[config.mk]
export PLATFORM = sky130hd
export DESIGN_NAME = rr_arbiter4_flat
export DESIGN_NICKNAME = d
export VERILOG_FILES = /design/src/rtl/arb_pkg.sv /design/src/rtl/rr_arbiter4_if.sv /design/src/rtl/rr_pick.sv /design/src/rtl/rr_arbiter4.sv /design/src/flat_wrapper.sv
export SDC_FILE = /design/constraint.sdc
export NUM_CORES = 1
export LEC_CHECK = 0
export ABC_CLOCK_PERIOD_IN_PS = 2700
export CORE_AREA = 2 2 39 41
export CTS_BUF_LIST = sky130_fd_sc_hd__clkbuf_4
export DETAILED_ROUTE_END_ITERATION = 8
export DIE_AREA = 0 0 41 43
export HOLD_SLACK_MARGIN = 0.03
export PLACE_DENSITY = 0.48
export SKIP_CTS_REPAIR_TIMING = 1
export SLEW_MARGIN = 20
export SYNTH_ARGS = -nofsm -noshare
export SYNTH_HDL_FRONTEND = slang
export SYNTH_SLANG_ARGS = --single-unit
[constraint.sdc]
create_clock -name clk -period 2.7 [get_ports clk]
set_input_delay 0.54 -clock clk [delete_from_list [all_inputs] [get_ports clk]]
set_output_delay 0.54 -clock clk [all_outputs]
set_load 0.02 [all_outputs]
[src/rtl/arb_pkg.sv]
// Shared definitions for the round-robin arbiter family: channel count,
// index width and the arbiter FSM state encoding.
package arb_pkg;

    localparam int NUM_CH = 4;
    localparam int IDX_W  = 2;

    typedef enum logic {
        IDLE  = 1'b0,
        GRANT = 1'b1
    } state_t;

endpackage

[src/rtl/rr_arbiter4_if.sv]
// Request/grant bundle between the requesters and rr_arbiter4.
// master: requester side (drives req/done); slave: arbiter side.
interface rr_arbiter4_if;
    import arb_pkg::*;

    logic [NUM_CH-1:0] req;
    logic              done;
    logic [IDX_W-1:0]  grant_idx;
    logic              grant_valid;
    logic              timeout_pulse;

    modport master (
        output req,
        output done,
        input  grant_idx,
        input  grant_valid,
        input  timeout_pulse
    );

    modport slave (
        input  req,
        input  done,
        output grant_idx,
        output grant_valid,
        output timeout_pulse
    );

endinterface

[src/rtl/rr_pick.sv]
// Rotating-priority picker: finds the first requesting channel after
// last_ptr, wrapping around. Purely combinational.
module rr_pick
    import arb_pkg::*;
(
    input  logic [NUM_CH-1:0] req,
    input  logic [IDX_W-1:0]  last_ptr,
    output logic [IDX_W-1:0]  pick,
    output logic              any
);

    logic [IDX_W-1:0] idx;

    // Scan last_ptr+1 .. last_ptr+NUM_CH; the first set request wins.
    always_comb begin
        // NOTE: every output gets a default before the loop so no path leaves it unassigned (no latch).
        pick = '0;
        any  = 1'b0;
        idx  = '0;
        for (int k = 1; k <= NUM_CH; k++) begin
            idx = last_ptr + IDX_W'(k);
            if (!any && req[idx]) begin
                pick = idx;
                any  = 1'b1;
            end
        end
    end

endmodule

[src/rtl/rr_arbiter4.sv]
// Four-channel round-robin arbiter with hold-until-done grant.
// Optional forced release after HOLD_MAX grant cycles when the macro
// RR_ARB_TIMEOUT_EN is defined; otherwise timeout_pulse is tied low.
module rr_arbiter4
    import arb_pkg::*;
#(
    parameter int HOLD_MAX = 255
) (
    input  logic         clk,
    input  logic         rst_n,
    rr_arbiter4_if.slave bus
);

    if (HOLD_MAX < 1 || HOLD_MAX > 65535) begin : g_bad_hold
        $error("rr_arbiter4: HOLD_MAX must be in 1..65535");
    end

    state_t           state;
    logic [IDX_W-1:0] last_ptr;
    logic [IDX_W-1:0] grant_idx_q;
    logic             grant_valid_q;
    logic [IDX_W-1:0] pick;
    logic             any;
    logic             release_now;

    rr_pick u_pick (
        .req      (bus.req),
        .last_ptr (last_ptr),
        .pick     (pick),
        .any      (any)
    );

`ifdef RR_ARB_TIMEOUT_EN
    localparam int CNT_W = $clog2(HOLD_MAX + 1);
    localparam logic [CNT_W-1:0] CNT_MAX = CNT_W'(HOLD_MAX);

    logic [CNT_W-1:0] hold_cnt;
    logic             timeout_hit;
    logic             timeout_q;

    // done wins over a simultaneous timeout, so the pulse only fires without done.
    assign timeout_hit = (state == GRANT) && !bus.done && (hold_cnt == CNT_MAX);
    assign release_now = bus.done || timeout_hit;

    // Hold counter: zero in IDLE, counts GRANT cycles without done.
    always_ff @(posedge clk or negedge rst_n) begin
        if (!rst_n) begin
            hold_cnt  <= '0;
            timeout_q <= 1'b0;
        end else begin
            timeout_q <= timeout_hit;
            if (state == IDLE || release_now) begin
                hold_cnt <= '0;
            end else begin
                hold_cnt <= hold_cnt + CNT_W'(1);
            end
        end
    end

    assign bus.timeout_pulse = timeout_q;
`else
    assign release_now       = bus.done;
    assign bus.timeout_pulse = 1'b0;
`endif

    // Arbiter FSM: arbitrate in IDLE, hold the grant until release.
    always_ff @(posedge clk or negedge rst_n) begin
        // NOTE: state registers use non-blocking assignment so every flop samples pre-edge values.
        if (!rst_n) begin
            state         <= IDLE;
            last_ptr      <= 2'b11;
            grant_idx_q   <= '0;
            grant_valid_q <= 1'b0;
        end else begin
            case (state)
                IDLE: begin
                    if (any) begin
                        grant_idx_q   <= pick;
                        grant_valid_q <= 1'b1;
                        state         <= GRANT;
                    end else begin
                        grant_valid_q <= 1'b0;
                    end
                end
                GRANT: begin
                    if (release_now) begin
                        grant_valid_q <= 1'b0;
                        last_ptr      <= grant_idx_q;
                        state         <= IDLE;
                    end
                end
                default: state <= IDLE;
            endcase
        end
    end

    assign bus.grant_idx   = grant_idx_q;
    assign bus.grant_valid = grant_valid_q;

endmodule

[src/flat_wrapper.sv]
// flat-port wrapper written by rule: the top's interface ports become plain ports
module rr_arbiter4_flat import arb_pkg::*;
#(
    parameter int HOLD_MAX = 255
)
  (clk, rst_n, bus_req, bus_done, bus_grant_idx, bus_grant_valid, bus_timeout_pulse);
  rr_arbiter4_if bus_i ();
  input  logic clk;
  input  logic rst_n;
  input wire logic [$bits(bus_i.req)-1:0] bus_req;
  input wire logic [$bits(bus_i.done)-1:0] bus_done;
  output wire logic [$bits(bus_i.grant_idx)-1:0] bus_grant_idx;
  output wire logic [$bits(bus_i.grant_valid)-1:0] bus_grant_valid;
  output wire logic [$bits(bus_i.timeout_pulse)-1:0] bus_timeout_pulse;
  assign bus_i.req = bus_req;
  assign bus_i.done = bus_done;
  assign bus_grant_idx = bus_i.grant_idx;
  assign bus_grant_valid = bus_i.grant_valid;
  assign bus_timeout_pulse = bus_i.timeout_pulse;
  rr_arbiter4 #(.HOLD_MAX(HOLD_MAX)) u_core (.clk(clk), .rst_n(rst_n), .bus(bus_i));
endmodule
==> results of run 1 <==
layout by cell type, fill, tap and decap left out:
master,Yosys,layout
clkdlybuf4s50_1,0,9
nor3_1,1,1
a211oi_1,1,1
dfstp_2,2,2
a21oi_1,4,4
mux2i_1,1,1
nand3b_1,1,1
a221oi_1,1,1
nor4_1,1,1
o21ai_1,1,1
mux2_2,2,2
nand2b_1,3,3
o21bai_1,1,1
o31ai_2,1,1
nor2b_1,1,1
conb_1,1,1
clkbuf_4,0,4
or2_2,2,2
or3b_1,1,1
nand2_1,5,5
dfrtp_1,4,4
and2b_1,1,1
nor3b_1,1,1
per-layer routing:
layer,vias up,wire (microns),track usage [%]
met3,0,39,1.57
met4,0,0,8.00
met1,151,303,11.0
met2,8,403,15.9
met5,-,0,0
li1,155,-,-
Yosys cell counts:
cell type / number / area [sq um]
a211oi_1: 1 / 7.51
nand2b_1: 3 / 18.8
dfrtp_1: 4 / 100
nor2b_1: 1 / 6.26
and2b_1: 1 / 7.51
nor3_1: 1 / 5.00
dfstp_2: 2 / 52.6
a221oi_1: 1 / 8.76
o31ai_2: 1 / 12.5
o21bai_1: 1 / 7.51
nand3b_1: 1 / 7.51
nor4_1: 1 / 6.26
mux2_2: 2 / 22.5
mux2i_1: 1 / 10.0
or3b_1: 1 / 8.76
nand2_1: 5 / 18.8
buf_4: 1 / 7.51
conb_1: 1 / 3.75
a21oi_1: 4 / 20.0
or2_2: 2 / 12.5
o21ai_1: 1 / 5.00
nor3b_1: 1 / 7.51
sequential cells by signal, summed over array words and instances (netlist names):
name and flops:
u_core.bus.grant_idx 2, u_core.bus.grant_valid 1, u_core.last_ptr 2, u_core.state 1
cell type report:
cell class,instances,area (sq um)
multi-input combinational,30,196
clock buffer,4,30.0
timing repair buffer,9,90.1
tap,16,20.0
sequential,6,153
fill,142,895
cells by family (layout without fill, tap and decap cells):
group / after synthesis / count (layout) / share of synthesized area (%)
AO/OA/AOI/OAI: 9 / 9 / 17.2
buffers and inverters: 1 / 13 / 2.11
flip-flops: 6 / 6 / 42.8
multiplexers: 3 / 3 / 9.12
other: 1 / 1 / 1.05
AND/OR/NAND/NOR: 17 / 17 / 27.7
how the worst min path moves through the flow:
| stage | startpoint | endpoint |
|---|---|---|
| 6_report | u_core.bus.grant_idx[1] | u_core.bus.grant_idx[1] |
| 5_1_grt | rst_n | u_core.bus.grant_valid |
| 4_1_cts | u_core.bus.grant_valid | u_core.bus.grant_valid |
| 3_5_place_dp | u_core.bus.grant_valid | u_core.bus.grant_valid |
| 3_3_place_gp | u_core.bus.grant_valid | u_core.bus.grant_valid |
| 2_1_floorplan | rst_n | u_core.bus.grant_idx[0] |
power by group through the flow:
| stage | clock network (mW) | registers [mW] | logic (mW) |
|---|---|---|---|
| finish | 0.0953 | 0.172 | 0.161 |
| global route | 0.108 | 0.180 | 0.174 |
| CTS | 0.101 | 0.172 | 0.163 |
| detailed placement | 0 | 0.173 | 0.162 |
| global placement | 0 | 0.170 | 0.157 |
| floorplan | 0 | 0.182 | 0.0857 |
worst min-delay path: cells and delay by family (launching register included):
kind,cells,cell delay [ns]
AO/OA/AOI/OAI,1,0.06
AND/OR/NAND/NOR,1,0.07
flip-flops,1,0.35
==> out/results.tsv, run 1 <==
metric	value	unit
grt_pass1_vias	312	
io_pins	11	
grt_max_degree	9	
fin_setup_tns	0	ns
std_cell_rows	14	
hp-class	flop to flop	
path_depth	5	
grt_pass1_wl	1180	microns
drive_gt1_share	22.4	%
ys_warn_count	0	
cts_max_path_buffers	2	
place_area	459	sq um
maxCapViolations	0	
routed_wl	746	microns
timing.final.crit_period	1.78	ns
fin_cells	65	
netlist_area	357	sq um
clockRootBuffer	clkbuf_4	
worstSetupStartpoint	bus_req[0]	
wl_per_cell	11.5	microns
htree_levels	1	
dieWidth	41	microns
vias	314	
combPwrFrac	37.5	%
final.setup_skew	0.00396	ns
max_freq	563	MHz
syn_nets	44	
vdd_drop_max	420	uV
track_usage	10.0	%
power	0.428	mW
r2r_slack	1.35	ns
postLayoutCellArea	489	sq um
initial_utilization	25.8	%
final_util	35.4	%
power_leakage	0.197	nW
via_per_inst	4.83	
place_ws	0.675	ns
clock_power_share	22.2	%
clock_sinks	6	
dp_hpwl	612	microns
hold_ws	0.516	ns
area_growth	37.2	%
finalNetCount	57	
cp.required	2.84	ns
ys_seq_area_share	42.8	%
period_share	65.8	%
setup.worst_path.class	input pin to flop	
dr.pass1.iters	4	
drtIter0Drc	2	
path_buf_inv	1	
clk_latency	0.24	ns
antenna_found_initial	0	
hold_viol_final	0	
ys_types	22	
slew_violations	0	
power_density	875	nW/um^2
num_antenna_cells	0	
status	completed	
hold-path-cell-count	2	
grt_overflow_total	0	
crit_end	u_core.bus.grant_idx[1]	
core	1380	sq um
end_kind	flop	
place_inst	61	
syn_area_per_cell	9.64	sq um
final_antenna_net_count	0	
seqPwrFrac	40.3	%
critical_path_arrival	1.92	ns
layout_setup_ws	0.924	ns
critPathMaxFanout	6	
syn_inst	37	
rsz0062_at_grt	false	
cp_slowest_stage_delay	0.55	ns
cts_tree	yes	
clk_pin_slew	0.04	ns
ys_ff_latch	6	
die_y	43	microns
timing.rr.start	u_core.last_ptr[1]	
crit_chain	clkdlybuf4s50_1, or3b_1, a21oi_1, a221oi_1, o31ai_2	
slowest_stage	clkdlybuf4s50_1	
power.internal	0.287	mW
portBuffers	9	
dieArea	1760	sq um
cts_buffers	3	
setup_viol	0	
r2r-end	u_core.bus.grant_idx[1]	
drc_errors	0	
gp_congestion	0.649	
worstRegToRegCells	4	
swShare	33.0	%
critPathTopFamily	buffers and inverters	
cp-start-kind	input pin	
switchingPower	0.141	mW
Note: power is estimated with default switching activity, not from simulation.
==> run 2: changes to the inputs <==
Settings changed: ABC_CLOCK_PERIOD_IN_PS 2700 to 1850.
Clock period 2.7 ns to 1.85 ns, I/O delays scaled along.
==> run 2 against run 1 <==
Global-route usage shrank 0.34 points. Total power grew 46%. Final area unchanged. Register-to-register slack got worse by 0.83 ns. Clock skew up 0.0050 ns. First-iteration DRC count increased to 4.0 times the previous value. Combinational power rose by 45%. Critical path type unchanged. Critical endpoint unchanged. Largest power group unchanged. Highest routed layer unchanged.
==> out/results.tsv, run 2 (same netlist as run 1, synthesis figures left out) <==
metric	value	unit	change
power.internal	0.419	mW	+46%
clk_pin_slew	0.05	ns	about the same
drc_errors	0		unchanged
drive_gt1_share	22.4	%	unchanged
setup_viol	0		unchanged
postLayoutCellArea	489	sq um	unchanged
cp-start-kind	input pin		
status	completed		
combPwrFrac	37.3	%	-0.2 points
io_pins	11		unchanged
initial_utilization	25.8	%	unchanged
period_share	86.6	%	
final_common_cell	clkdlybuf4s50_1		
clockRootBuffer	clkbuf_4		
final_cell_mix	9 x clkdlybuf4s50_1, 5 x nand2_1, 4 x a21oi_1, 4 x clkbuf_4, 4 x dfrtp_1		
fin_setup_tns	0	ns	unchanged
final_antenna_net_count	0		unchanged
wl_per_cell	11.6	microns	+0.67%
swShare	32.9	%	-0.074 points
hp-class	input pin to asynchronous set/reset pin		
power_density	1280	nW/um^2	+46%
vias	302		-3.8%
critical_path_arrival	1.74	ns	-0.18 ns
dr.pass1.iters	4		unchanged
clock_sinks	6		unchanged
area_growth	37.2	%	unchanged
core	1380	sq um	unchanged
grt_max_degree	9		unchanged
place_area	459	sq um	unchanged
die_y	43	microns	unchanged
htree_levels	1		unchanged
drtIter0Drc	8		+6
setup.worst_path.class	input pin to flop		
via_per_inst	4.65		-3.8%
maxCapViolations	0		unchanged
grt_pass1_vias	315		+0.96%
clk_latency	0.24	ns	about the same
timing.final.crit_period	1.60	ns	
critPathTopFamily	buffers and inverters		
track_usage	9.70	%	-0.34 points
rsz0062_at_grt	false		
dieWidth	41	microns	unchanged
path_buf_inv	1		unchanged
cts_tree	yes		
grt_pass1_wl	1180	microns	unchanged
vdd_drop_max	541	uV	+29%
final.setup_skew	0.00895	ns	+0.00499 ns
cp.required	1.99	ns	-0.85 ns
cts_max_path_buffers	2		unchanged
cts_buffers	3		unchanged
antenna_found_initial	0		unchanged
num_antenna_cells	0		unchanged
slowest_stage	clkdlybuf4s50_1		
dp_hpwl	601	microns	-1.7%
gp_congestion	0.680		+4.7%
hold_viol_final	0		unchanged
max_freq	624	MHz	
grt_overflow_total	0		unchanged
clock_power_share	22.7	%	+0.5 points
hold_ws	0.364	ns	-0.152 ns
cp_slowest_stage_delay	0.56	ns	about the same
routed_wl	751	microns	+0.67%
end_kind	flop		
critPathMaxFanout	6		unchanged
switchingPower	0.206	mW	+45%
portBuffers	9		unchanged
std_cell_rows	14		unchanged
slew_violations	0		unchanged
dieArea	1760	sq um	unchanged
crit_chain	clkdlybuf4s50_1, or3b_1, a21oi_1, a221oi_1, o31ai_2		
seqPwrFrac	40.0	%	-0.3 points
power_leakage	0.197	nW	unchanged
finalNetCount	57		unchanged
run 2: cell counts in the layout (fill, tap and decap cells not counted):
No cell type changed its count.
run 2: layout make-up:
cell class                 count  area, sq um
clock buffer                   4         30.0
fill                         148          895
multi-input combinational     30          196
sequential                     6          153
tap                           16         20.0
timing repair buffer           9         90.1
run 2: per-layer routing:
| layer | vias up | track usage, % | share of wire [%] | wire [microns] |
|---|---|---|---|---|
| met5 | - | 0 | 0 | 0 |
| met2 | 10 | 15.6 | 49 | 369 |
| met4 | 0 | 6.00 | 0 | 0 |
| met3 | 0 | 1.57 | 6.9 | 52 |
| met1 | 139 | 11.1 | 44 | 330 |
| li1 | 153 | - | - | - |
run 2: power groups by stage:
| stage | Combinational [mW] | Sequential (mW) | Clock (mW) |
|---|---|---|---|
| global route | 0.253 | 0.256 | 0.156 |
| detailed placement | 0.234 | 0.251 | 0 |
| CTS | 0.236 | 0.250 | 0.148 |
| finish | 0.233 | 0.249 | 0.142 |
| floorplan | 0.125 | 0.266 | 0 |
| global placement | 0.230 | 0.247 | 0 |
run 2: per-stage QoR:
stage	power, mW	util, %	setup WS [ns]	instances
global route	0.665	35.4	0.209	65
CTS	0.635	35.4	0.243	65
finish	0.624	35.4	0.248	65
global placement	0.476	33.2	0.0423	61
detailed placement	0.485	33.2	0.0122	61
floorplan	0.391	-	0.614	37
run 2: worst paths after layout:
kind / startpoint / end / slack (ns) / cells after the start
max: bus_req[0] / u_core.bus.grant_idx[1] / 0.25 / 5
min: rst_n / u_core.state / 0.36 / 1
max reg2reg: u_core.last_ptr[1] / u_core.bus.grant_idx[1] / 0.52 / 4
min reg2reg: u_core.bus.grant_idx[1] / u_core.bus.grant_idx[1] / 0.52 / 2
max in group asynchronous: rst_n / u_core.last_ptr[0] / 1.21 / 1
min in group clk: u_core.bus.grant_idx[1] / u_core.bus.grant_idx[1] / 0.52 / 2
run 2: worst register-to-register path, cell delays in order, from the launching register on:
cell      delay, ns
dfstp_2        0.58
nor2b_1        0.07
o21bai_1       0.15
a221oi_1       0.30
o31ai_2        0.11
